**src/rtl/morse_element_decoder.sv**
```systemverilog
// Morse receive stage: times marks/spaces of the keyed level in units, builds
// dot/dash patterns into characters and hands characters/word tokens out over valid/ready.
module morse_element_decoder #(
    parameter int CLK_SPEED  = 16_000_000,
    parameter int MAX_ELEMS  = 6,
    parameter int DASH_UNITS = 3,
    parameter int LETTER_GAP = 3,
    parameter int WORD_GAP   = 7,
    parameter int MAX_MARK   = 7
) (
    input  logic                 CLK,
    input  logic                 RST_N,
    input  logic                 UNIT_TICK,
    input  logic                 ONOFF,
    output logic                 OUT_VALID,
    input  logic                 OUT_READY,
    output logic [MAX_ELEMS-1:0] OUT_BITS,
    output logic [2:0]           OUT_LEN,
    output logic                 OUT_WORD,
    output logic                 OUT_ERR,
    output logic                 OVERFLOW
);

    if (CLK_SPEED <= 0 || MAX_ELEMS < 1 || MAX_ELEMS > 7) begin : g_bad_params
        $error("morse_element_decoder: illegal parameter set");
    end

    localparam logic [3:0] DASH4 = 4'(DASH_UNITS);
    localparam logic [3:0] LGAP4 = 4'(LETTER_GAP);
    localparam logic [3:0] WGAP4 = 4'(WORD_GAP);
    localparam logic [3:0] MMRK4 = 4'(MAX_MARK);
    localparam logic [2:0] MAXE3 = 3'(MAX_ELEMS);

    typedef enum logic [1:0] {IDLE, MARK, SPACE, WORDWAIT} state_t;

    state_t               state_q, state_d;
    logic                 s_meta_q, s_q, s_prev_q;
    logic [3:0]           cnt_q, cnt_d, cnt_inc;
    logic [MAX_ELEMS-1:0] elems_q, elems_d;
    logic [2:0]           nelem_q, nelem_d;
    logic                 err_q, err_d;
    logic                 rise, fall, at_letter, at_word;
    logic                 emit_char, emit_word;

    logic                 out_valid_q, out_valid_d;
    logic [MAX_ELEMS-1:0] out_bits_q, out_bits_d;
    logic [2:0]           out_len_q, out_len_d;
    logic                 out_word_q, out_word_d;
    logic                 out_err_q, out_err_d;
    logic                 ovf_q, ovf_d;

    always_ff @(posedge CLK) begin
        if (!RST_N) begin
            s_meta_q    <= 1'b0;
            s_q         <= 1'b0;
            s_prev_q    <= 1'b0;
            state_q     <= IDLE;
            cnt_q       <= '0;
            elems_q     <= '0;
            nelem_q     <= '0;
            err_q       <= 1'b0;
            out_valid_q <= 1'b0;
            out_bits_q  <= '0;
            out_len_q   <= '0;
            out_word_q  <= 1'b0;
            out_err_q   <= 1'b0;
            ovf_q       <= 1'b0;
        end else begin
            s_meta_q    <= ONOFF;
            s_q         <= s_meta_q;
            s_prev_q    <= s_q;
            state_q     <= state_d;
            cnt_q       <= cnt_d;
            elems_q     <= elems_d;
            nelem_q     <= nelem_d;
            err_q       <= err_d;
            out_valid_q <= out_valid_d;
            out_bits_q  <= out_bits_d;
            out_len_q   <= out_len_d;
            out_word_q  <= out_word_d;
            out_err_q   <= out_err_d;
            ovf_q       <= ovf_d;
        end
    end

    // Edges win over a coincident tick: classification sees the pre-increment count.
    always_comb begin
        rise      = s_q & ~s_prev_q;
        fall      = ~s_q & s_prev_q;
        cnt_inc   = (cnt_q == 4'hF) ? cnt_q : cnt_q + 4'd1;
        cnt_d     = (rise | fall) ? 4'd0 : (UNIT_TICK ? cnt_inc : cnt_q);
        at_letter = UNIT_TICK && (cnt_q + 4'd1 == LGAP4);
        at_word   = UNIT_TICK && (cnt_q + 4'd1 == WGAP4);
    end

    always_comb begin
        state_d   = state_q;
        elems_d   = elems_q;
        nelem_d   = nelem_q;
        err_d     = err_q;
        emit_char = 1'b0;
        emit_word = 1'b0;
        case (state_q)
            IDLE: begin
                if (rise) state_d = MARK;
            end
            MARK: begin
                if (fall) begin
                    if (cnt_q == 4'd0) begin
                        state_d = (nelem_q == 3'd0) ? WORDWAIT : SPACE;
                    end else begin
                        if (nelem_q == MAXE3) begin
                            err_d = 1'b1;
                        end else begin
                            elems_d[nelem_q] = (cnt_q >= DASH4);
                            nelem_d          = nelem_q + 3'd1;
                        end
                        if (cnt_q > MMRK4) err_d = 1'b1;
                        state_d = SPACE;
                    end
                end
            end
            SPACE: begin
                if (rise) begin
                    state_d = MARK;
                end else if (at_letter) begin
                    emit_char = 1'b1;
                    elems_d   = '0;
                    nelem_d   = '0;
                    err_d     = 1'b0;
                    state_d   = WORDWAIT;
                end
            end
            WORDWAIT: begin
                if (rise) begin
                    state_d = MARK;
                end else if (at_word) begin
                    emit_word = 1'b1;
                    state_d   = IDLE;
                end
            end
            default: state_d = IDLE;
        endcase
    end

    // Single output slot: a result arriving while the slot is stalled is dropped.
    always_comb begin
        out_valid_d = out_valid_q;
        out_bits_d  = out_bits_q;
        out_len_d   = out_len_q;
        out_word_d  = out_word_q;
        out_err_d   = out_err_q;
        ovf_d       = ovf_q;
        if (emit_char || emit_word) begin
            if (!out_valid_q || OUT_READY) begin
                out_valid_d = 1'b1;
                out_bits_d  = emit_word ? '0 : elems_q;
                out_len_d   = emit_word ? 3'd0 : nelem_q;
                out_word_d  = emit_word;
                out_err_d   = emit_word ? 1'b0 : err_q;
            end else begin
                ovf_d = 1'b1;
            end
        end else if (out_valid_q && OUT_READY) begin
            out_valid_d = 1'b0;
        end
    end

    assign OUT_VALID = out_valid_q;
    assign OUT_BITS  = out_bits_q;
    assign OUT_LEN   = out_len_q;
    assign OUT_WORD  = out_word_q;
    assign OUT_ERR   = out_err_q;
    assign OVERFLOW  = ovf_q;

endmodule

```
**config.mk**
```make
export PLATFORM = sky130hd
export DESIGN_NAME = morse_element_decoder
export DESIGN_NICKNAME = d
export VERILOG_FILES = /design/src/rtl/morse_element_decoder.sv
export SDC_FILE = /design/constraint.sdc
export NUM_CORES = 1
export LEC_CHECK = 0
export ABC_AREA = 0
export CORE_UTILIZATION = 25
export DETAILED_ROUTE_END_ITERATION = 8
export PLACE_DENSITY_LB_ADDON = 0.1
export SLEW_MARGIN = 30
export SYNTH_ARGS = -nofsm -noshare
export SYNTH_HDL_FRONTEND = slang
export SYNTH_SLANG_ARGS = --single-unit
```
**constraint.sdc**
```tcl
create_clock -name CLK -period 3.6 [get_ports CLK]
set_input_delay 0.9 -clock CLK [delete_from_list [all_inputs] [get_ports CLK]]
set_output_delay 0.9 -clock CLK [all_outputs]
set_load 0.1 [all_outputs]
```
==> flow_summary.ini, run 1 <==
[status]
status = complete, no violations

[logic_synthesis]
syn_inst = 183
synth_fp_nets = 196
synth_cell_type_count = 52
synth_ff_type = sky130_fd_sc_hd__dfxtp_1
synth_compound_area_share_pct = 24.53
synth_fa_ha_area_share_pct = 5.755
yosys_register_bits = 32
synth-seq-area-share_pct = 36.83
yosys_warnings = 0
syn_area_um2 = 1739
post_synth_xor_area_fraction_pct = 2.806
muxShareOfSynthArea_pct = 0.6475
synth_simple_gate_area_share_pct = 21.65
synth_async_sr_flop_share_pct = 0
avg_synthesized_cell_area_um2 = 9.504
synth-edff-count = 0
synth_top_family_by_area = compound AO/OA/AOI/OAI gates

[floorplanning]
fp.dieH_um = 85.41
std_cell_rows = 30
placeableCoreArea_um2 = 6756
dieWidth_um = 85.41
start_util_pct = 25.74
die_area_um2 = 7294
top_level_ports = 18

[timing]
max_freq_mhz = 400.4
final_critical_path_setup_slack_ps = 1102
period_minus_slack_ps = 2498
worstMarginPinSlew_ps = 744.0
fin_tns_setup_ps = 0
report.final.slew_viol_count = 0
hold_violations = 0
max_slew_margin_pct = 50.03
final_setup_violations = 0
fin_hold_ws_ps = 435.9
clock_skew_ps = 5.913
rsz0062_at_grt = no
timing.final.crit_share_pct = 69.38

[global_routing]
globalRoute.totalOverflow = 0
grt_max_degree = 29
number_of_global_route_vias_before_repair = 1344
globalRouteTotalUtil_pct = 11.95
grt_first_pass_wirelength_um = 6679
antenna_found_initial = 0

[drt]
vias_per_cell = 5.185
drc = 0
drt_iter0_markers = 92
wl_per_cell_um = 15.10
antenna_left = 0
drt_pass1_iterations = 4
route.final.wire_length_um = 4167
num_vias = 1431

[layout]
final_cells = 276
final_common_cell = sky130_fd_sc_hd__dfxtp_1
area_growth_syn_to_layout_pct = 14.03
fraction_of_final_layout_cells_sized_beyond_drive_strength_1_pct = 18.37
fillerInstances = 735
finish.net_count = 209
register_area_um2 = 640.6
multi_input_combinational_cell_area_um2 = 963.4
insertedDiodeCount = 0
layout.cells.most_common_list = sky130_fd_sc_hd__dfxtp_1 (32), sky130_fd_sc_hd__nor2_1 (14), sky130_fd_sc_hd__buf_4 (14), sky130_fd_sc_hd__a21oi_1 (12), sky130_fd_sc_hd__inv_1 (9)
finish.utilization_pct = 29.35

[hold_path]
holdCritPathClass = reg2reg
number_of_stages_on_the_worst_hold_path = 1

[clocking]
cts.reportedPaths.clkPinSlew_ps = 60
tritoncts = done
cts_repair_resize_count = 0
clkLatencyLatePin_ps = 280
clock_tree_buffer_depth = 2
cts_post_setup_buffers_inserted = 0
cts_hold_buffers = 0
numClockSinks = 32
clock-root-buffer = sky130_fd_sc_hd__clkbuf_8
cts_max_level = 2
cts_made_buffers = 5

[worst_setup_path]
critical_path_arrival_ps = 2720
cp-start-kind = input port
critical_path.max_fanout = 11
worstSetupEndpointType = register
reg2reg_depth = 5
worst-endpoint-required_ps = 3820
path_class = in2reg

[power]
powerDensity_nw_per_um2 = 360.6
power.leakage_nw = 0.7079
ir_drop_mv = 0.1324

[run]
drv_cap = 0

[placement]
place.detailed.hpwl_um = 2834
place.port_buffers = 17
pre_cts_slack_ps = 805.3
place.gp.congestion = 0.7551
place_inst = 269
==> stage by stage <==
step / power, W / cell area [um^2]
after CTS: 0.0007285 / 1983
after floorplan: 0.0004084 / 1739
after global routing: 0.0007465 / 1983
after detailed placement: 0.0004211 / 1887
final: 0.0007152 / 1983
after global placement: 0.0004203 / 1887
==> layout make-up <==
cell class	instances	area share, %
Multi-Input combinational cell	129	48.58
Sequential cell	32	32.30
Timing Repair Buffer	18	7.319
Tap cell	80	5.047
Clock buffer	7	4.858
Inverter	10	1.893
==> critical path: stages <==
cell	delay [ps]
sky130_fd_sc_hd__clkdlybuf4s50_1	580
sky130_fd_sc_hd__o211ai_2	280
sky130_fd_sc_hd__nor4_4	700
sky130_fd_sc_hd__a32o_1	260
==> cells in the mapped netlist (2+ instances only) <==
master                     number  area share [%]
sky130_fd_sc_hd__and2_1         7             2.5
sky130_fd_sc_hd__buf_4          2            0.86
sky130_fd_sc_hd__nor3_1         6             1.7
sky130_fd_sc_hd__a22o_1         3             1.5
sky130_fd_sc_hd__o21ai_0        6             1.7
sky130_fd_sc_hd__nand3_1        6             1.7
sky130_fd_sc_hd__nand3b_1       2            0.86
sky130_fd_sc_hd__xnor2_1        2             1.0
sky130_fd_sc_hd__buf_6          5             3.2
sky130_fd_sc_hd__clkbuf_1       2            0.43
sky130_fd_sc_hd__a41oi_1        4             2.0
sky130_fd_sc_hd__nand2_1        6             1.3
sky130_fd_sc_hd__nand4_1        3             1.1
sky130_fd_sc_hd__nor2_1        14             3.0
sky130_fd_sc_hd__o21a_1         2            0.86
sky130_fd_sc_hd__nor4_2         2             1.4
sky130_fd_sc_hd__a32oi_1        3             1.5
sky130_fd_sc_hd__inv_1          9             1.9
sky130_fd_sc_hd__buf_2          2            0.58
sky130_fd_sc_hd__a32o_1         7             4.0
sky130_fd_sc_hd__dfxtp_1       32              37
sky130_fd_sc_hd__ha_1           8             5.8
sky130_fd_sc_hd__a31oi_1        7             2.5
sky130_fd_sc_hd__a21oi_1       12             3.5
sky130_fd_sc_hd__nor2b_1        4             1.4
==> final timing paths <==
path / start / slack [ps] / endpoint
setup reg to reg: cnt_q[1] / 1390 / elems_q[3]
setup / recovery: UNIT_TICK / 1100 / OUT_ERR
hold / removal: s_meta_q / 440 / s_q
hold reg to reg: s_meta_q / 440 / s_q
==> layer usage <==
layer	GRT usage (%)	routed length, um	vias up
met3	2.626	134	9
li1	-	-	709
met5	0	0	-
met4	5.606	77	0
met2	19.05	1917	30
met1	15.33	2036	683
==> cell families after synthesis <==
kind of cell / after synthesis
buffers and inverters: 22
AO/OA/AOI/OAI: 55
multiplexers: 1
adder cells (fa/ha/maj): 8
XOR/XNOR: 4
AND/OR/NAND/NOR: 61
flip-flops: 32
==> state kept, by name, indices dropped and copies added (netlist names), 2 cells and up <==
signal,cells
OUT_BITS,6
elems_q,6
cnt_q,4
OUT_LEN,3
nelem_q,3
state_q,2
==> power by group <==
group          leakage (nW)  switching (W)  internal (W)
clock network        0.0503       0.000132      0.000170
registers             0.259     0.00000622      0.000358
logic                 0.399      0.0000294     0.0000194
(Power assumes the default switching activity.)
==> run 2: changes to the inputs <==
Clock period 3.6 ns to 2.55 ns, I/O delays scaled along.
==> flow_summary.ini, run 2 (synthesis results as in run 1) <==
[status]
status = complete, no violations

[worst_setup_path]
regToRegStartpoint = nelem_q[0]
r2r_end = elems_q[0]
timing.critical_path.slowest_cell_delay_ps = 580
worst-endpoint-required_ps = 2740
worstPathCellList = clkdlybuf4s50_1 > o211ai_2 > o31a_2 > a22o_1
worstSetupEndpointType = register
crit_path_start = UNIT_TICK
critical_path.max_fanout = 11
crit_cells = 4
cp-start-kind = input port
critical_path_arrival_ps = 2290
cpLargestDelayFamily = compound AO/OA/AOI/OAI gates
reg2reg_depth = 6
crit_slowest_cell = sky130_fd_sc_hd__clkdlybuf4s50_1
worstPathBufferInverterCount = 1
worst-r2r-setup-slack_ps = 490
path_class = in2reg

[global_routing]
number_of_global_route_vias_before_repair = 1359
grt_first_pass_wirelength_um = 6927
antenna_found_initial = 0
grt_max_degree = 29
globalRouteTotalUtil_pct = 12.39
globalRoute.totalOverflow = 0

[clocking]
cts.reportedPaths.clkPinSlew_ps = 70
cts_hold_buffers = 0
cts_max_level = 2
clkLatencyLatePin_ps = 290
clock-root-buffer = sky130_fd_sc_hd__clkbuf_8
clock_tree_buffer_depth = 2
numClockSinks = 32
cts_repair_resize_count = 0
cts_made_buffers = 5
cts_post_setup_buffers_inserted = 0
tritoncts = done

[layout]
finish.net_count = 211
final_common_cell = sky130_fd_sc_hd__dfxtp_1
layout.cell_area.non_filler_um2 = 2009
finish.utilization_pct = 29.74
layout.cells.most_common_list = sky130_fd_sc_hd__dfxtp_1 (32), sky130_fd_sc_hd__buf_4 (16), sky130_fd_sc_hd__nor2_1 (14), sky130_fd_sc_hd__a21oi_1 (12), sky130_fd_sc_hd__inv_1 (9)
register_area_um2 = 640.6
fillerInstances = 721
insertedDiodeCount = 0
area_growth_syn_to_layout_pct = 15.54
fraction_of_final_layout_cells_sized_beyond_drive_strength_1_pct = 19.10
multi_input_combinational_cell_area_um2 = 963.4

[drt]
met2_wirelength_um = 1919
dr_wl_met3_um = 167
drt_pass1_iterations = 4
num_vias = 1487
maxUsedRoutingLayer = met4
drc = 0
wirelength_met1_um = 1944
wl_per_cell_um = 14.70
antenna_left = 0
drt_iter0_markers = 79
vias_per_cell = 5.330
route.final.wire_length_um = 4101

[timing]
worstMarginPinSlew_ps = 576.8
max_slew_margin_pct = 61.23
period_minus_slack_ps = 2099
fin_tns_setup_ps = 0
rsz0062_at_grt = no
timing.final.crit_share_pct = 82.32
final_setup_violations = 0
final_critical_path_setup_slack_ps = 450.9
max_freq_mhz = 476.4
hold_violations = 0
report.final.slew_viol_count = 0
clock_skew_ps = 5.732

[power]
powerDensity_nw_per_um2 = 533.8
power.leakage_nw = 0.7237
totalPowerFinal_w = 0.001073
ir_drop_mv = 0.1881

[floorplanning]
dieWidth_um = 85.41
top_level_ports = 18
fp.dieH_um = 85.41
die_area_um2 = 7294
std_cell_rows = 30
start_util_pct = 25.74
placeableCoreArea_um2 = 6756

[placement]
pre_cts_slack_ps = 176.9
post_dp_cell_area_um2 = 1902
place.detailed.hpwl_um = 2903
place.gp.congestion = 0.7426
place.port_buffers = 17

[run]
drv_cap = 0

[hold_path]
min_from = s_meta_q
number_of_stages_on_the_worst_hold_path = 1
holdCritPathClass = reg2reg
worst_hold_path.endpoint = s_q
## run 2: cell types whose count changed in the layout (fill, tap and decap cells not counted)
| cell | change |
|---|---|
| sky130_fd_sc_hd__clkinv_2 | +1 |
| sky130_fd_sc_hd__bufinv_16 | +1 |
| sky130_fd_sc_hd__clkbuf_8 | -2 |
| sky130_fd_sc_hd__clkbuf_1 | +1 |
| sky130_fd_sc_hd__buf_4 | +2 |
## run 2: how the worst max path moves through the flow
| stage | slack [ps] | to |
|---|---|---|
| 2_1_floorplan | 730 | OUT_BITS[0] |
| 3_3_place_gp | 200 | OUT_BITS[0] |
| 3_5_place_dp | 180 | OUT_BITS[0] |
| 4_1_cts | 480 | elems_q[3] |
| 5_1_grt | 290 | elems_q[0] |
| 6_report | 450 | OUT_BITS[0] |
## run 2: through the flow
step	std cells	hold WS [ps]
detailed placement	271	422.6
global route	279	457.4
CTS	279	440.3
global placement	271	425.6
finish	279	437.2
floorplan	183	411.9
## run 2: where the power goes
| part | internal, W | switching, W | total [W] |
|---|---|---|---|
| clock | 0.000290 | 0.000200 | 0.000490 |
| sequential | 0.000505 | 0.00000867 | 0.000514 |
| combinational | 0.0000275 | 0.0000411 | 0.0000687 |
## run 2: layer usage
layer	vias to the layer above	track usage, %
met1	735	15.68
met3	6	3.307
li1	718	-
met4	0	5.152
met5	-	0
met2	28	19.93
## run 2: layout make-up
cell class / instances / share of cell area [%]
multi-input cells: 129 / 47.95
flip-flops and latches: 32 / 31.88
repair buffers: 20 / 7.970
well taps: 80 / 4.981
clock buffers: 6 / 3.611
inverters: 10 / 1.868
clock inverters: 2 / 1.743
==> run 3: changes to the inputs <==
Clock period 2.55 ns to 1.75 ns, I/O delays scaled along.
==> flow_summary.ini, run 3 (synthesis results as in run 1) <==
[layout]
finish.utilization_pct = 36.65
fillerInstances = 690
multi_input_combinational_cell_area_um2 = 1001
fraction_of_final_layout_cells_sized_beyond_drive_strength_1_pct = 33.33
insertedDiodeCount = 0
layout.cells.most_common_list = sky130_fd_sc_hd__buf_4 (33), sky130_fd_sc_hd__dfxtp_1 (27), sky130_fd_sc_hd__nor2_1 (14), sky130_fd_sc_hd__buf_12 (14), sky130_fd_sc_hd__a21oi_1 (12)
final_common_cell = sky130_fd_sc_hd__buf_4
area_growth_syn_to_layout_pct = 42.37
register_area_um2 = 646.9
finish.net_count = 243

[timing]
clock_skew_ps = 7.428
max_freq_mhz = 590.9
timing.final.crit_share_pct = 96.71
rsz0062_at_grt = yes
final_critical_path_setup_slack_ps = 57.62
fin_tns_setup_ps = 0
worstMarginPinSlew_ps = 419.6
report.final.slew_viol_count = 0
max_slew_margin_pct = 71.97
period_minus_slack_ps = 1692
final_setup_violations = 0
hold_violations = 0

[drt]
drc = 0
vias_per_cell = 4.920
num_vias = 1530
wl_per_cell_um = 13.96
drt_pass1_iterations = 4
drt_iter0_markers = 45
route.final.wire_length_um = 4341
antenna_left = 0

[placement]
place.port_buffers = 17
place.gp.congestion = 0.8149
place.detailed.hpwl_um = 3185
pre_cts_slack_ps = -226.6

[power]
powerDensity_nw_per_um2 = 650.0
power.leakage_nw = 0.9293
ir_drop_mv = 0.3511
totalPowerFinal_w = 0.001609

[clocking]
clkLatencyLatePin_ps = 290
clock_tree_buffer_depth = 2
clock-root-buffer = sky130_fd_sc_hd__clkbuf_8
cts_made_buffers = 5
cts.reportedPaths.clkPinSlew_ps = 70
cts_max_level = 2
tritoncts = done
numClockSinks = 32

[worst_setup_path]
critical-path-top-cell-by-count = sky130_fd_sc_hd__buf_4
path_class = reg2reg
cp-start-kind = register
crit_slowest_cell = sky130_fd_sc_hd__dfxtp_2
worstPathBufferInverterCount = 3
worst-endpoint-required_ps = 1930
cpLargestDelayFamily = compound AO/OA/AOI/OAI gates
worstSetupEndpointType = register
timing.critical_path.slowest_cell_delay_ps = 340
critical_path.max_fanout = 10
r2r_end = OUT_BITS[1]
reg2reg_depth = 7
regToRegStartpoint = cnt_q[1]
critical_path_arrival_ps = 1870
worst-r2r-setup-slack_ps = 60
worstPathCellList = buf_4 > and4_1 > o211ai_4 > buf_4 > nor4_4 > buf_6 > a32o_1

[global_routing]
grt_max_degree = 20
grt_first_pass_wirelength_um = 7327
globalRouteTotalUtil_pct = 12.94
number_of_global_route_vias_before_repair = 1462
globalRoute.totalOverflow = 0
antenna_found_initial = 0

[status]
status = complete, no violations

[run]
drv_cap = 0

[floorplanning]
top_level_ports = 18
dieWidth_um = 85.41
die_area_um2 = 7294
start_util_pct = 25.74
fp.dieH_um = 85.41
std_cell_rows = 30
placeableCoreArea_um2 = 6756

[hold_path]
min_from = s_meta_q
holdCritPathClass = reg2reg
number_of_stages_on_the_worst_hold_path = 1
worst_hold_path.endpoint = s_q
==> run 3: cell count changes in the layout (fill, tap and decap cells not counted), moves of 5 or more <==
| cell | delta |
|---|---|
| sky130_fd_sc_hd__dfxtp_1 | -5 |
| sky130_fd_sc_hd__buf_12 | +14 |
| sky130_fd_sc_hd__buf_4 | +17 |
| sky130_fd_sc_hd__dfxtp_2 | +5 |
==> run 3: what timing repair did <==
item                                    in CTS  in global routing
hold buffers                                 0                  0
endpoints found under the setup margin       8                 19
pin swaps                                    0                  2
setup buffers                                0                  4
gates resized for setup                      2                  8
==> run 3: final cells by class <==
| class | instances | share of cell area [%] |
|---|---|---|
| clock buffers | 5 | 2.779 |
| clock inverters | 3 | 1.718 |
| inverters | 10 | 1.516 |
| multi-input cells | 129 | 40.42 |
| flip-flops and latches | 32 | 26.12 |
| well taps | 80 | 4.042 |
| repair buffers | 52 | 23.40 |
==> run 3: per-stage QoR <==
| stage | instances | hold WS (ps) | instance area, um^2 |
|---|---|---|---|
| after floorplan | 183 | 411.9 | 1740 |
| after global placement | 299 | 426.1 | 2288 |
| after detailed placement | 299 | 424.9 | 2288 |
| after CTS | 307 | 442.3 | 2411 |
| after global routing | 311 | 471.0 | 2476 |
| final | 311 | 438.6 | 2476 |
==> run 3: how the worst max path moves through the flow <==
| stage | cells past startpoint | end | start |
|---|---|---|---|
| 6_report | 7 | OUT_BITS[1] | cnt_q[1] |
| 5_1_grt | 7 | OUT_BITS[1] | cnt_q[1] |
| 4_1_cts | 5 | OUT_BITS[0] | cnt_q[0] |
| 3_5_place_dp | 4 | OUT_BITS[0] | OUT_READY |
| 3_3_place_gp | 4 | OUT_BITS[2] | OUT_READY |
| 2_1_floorplan | 7 | OUT_BITS[0] | cnt_q[1] |
==> run 3: routing by layer <==
metal	GRT usage [%]	vias to the layer above	share of wire, %
li1	-	780	-
met2	20.15	17	46
met1	16.97	728	50
met5	0	-	0
met4	5.000	0	1.4
met3	3.599	5	2.9
==> run 3: power by group <==
part           total (W)  switching [W]  leakage (nW)  internal [W]
clock network   0.000721       0.000300        0.0541      0.000421
registers       0.000747     0.00000973         0.261      0.000737
logic           0.000142      0.0000727         0.614     0.0000691
total            0.00161       0.000382         0.929       0.00123
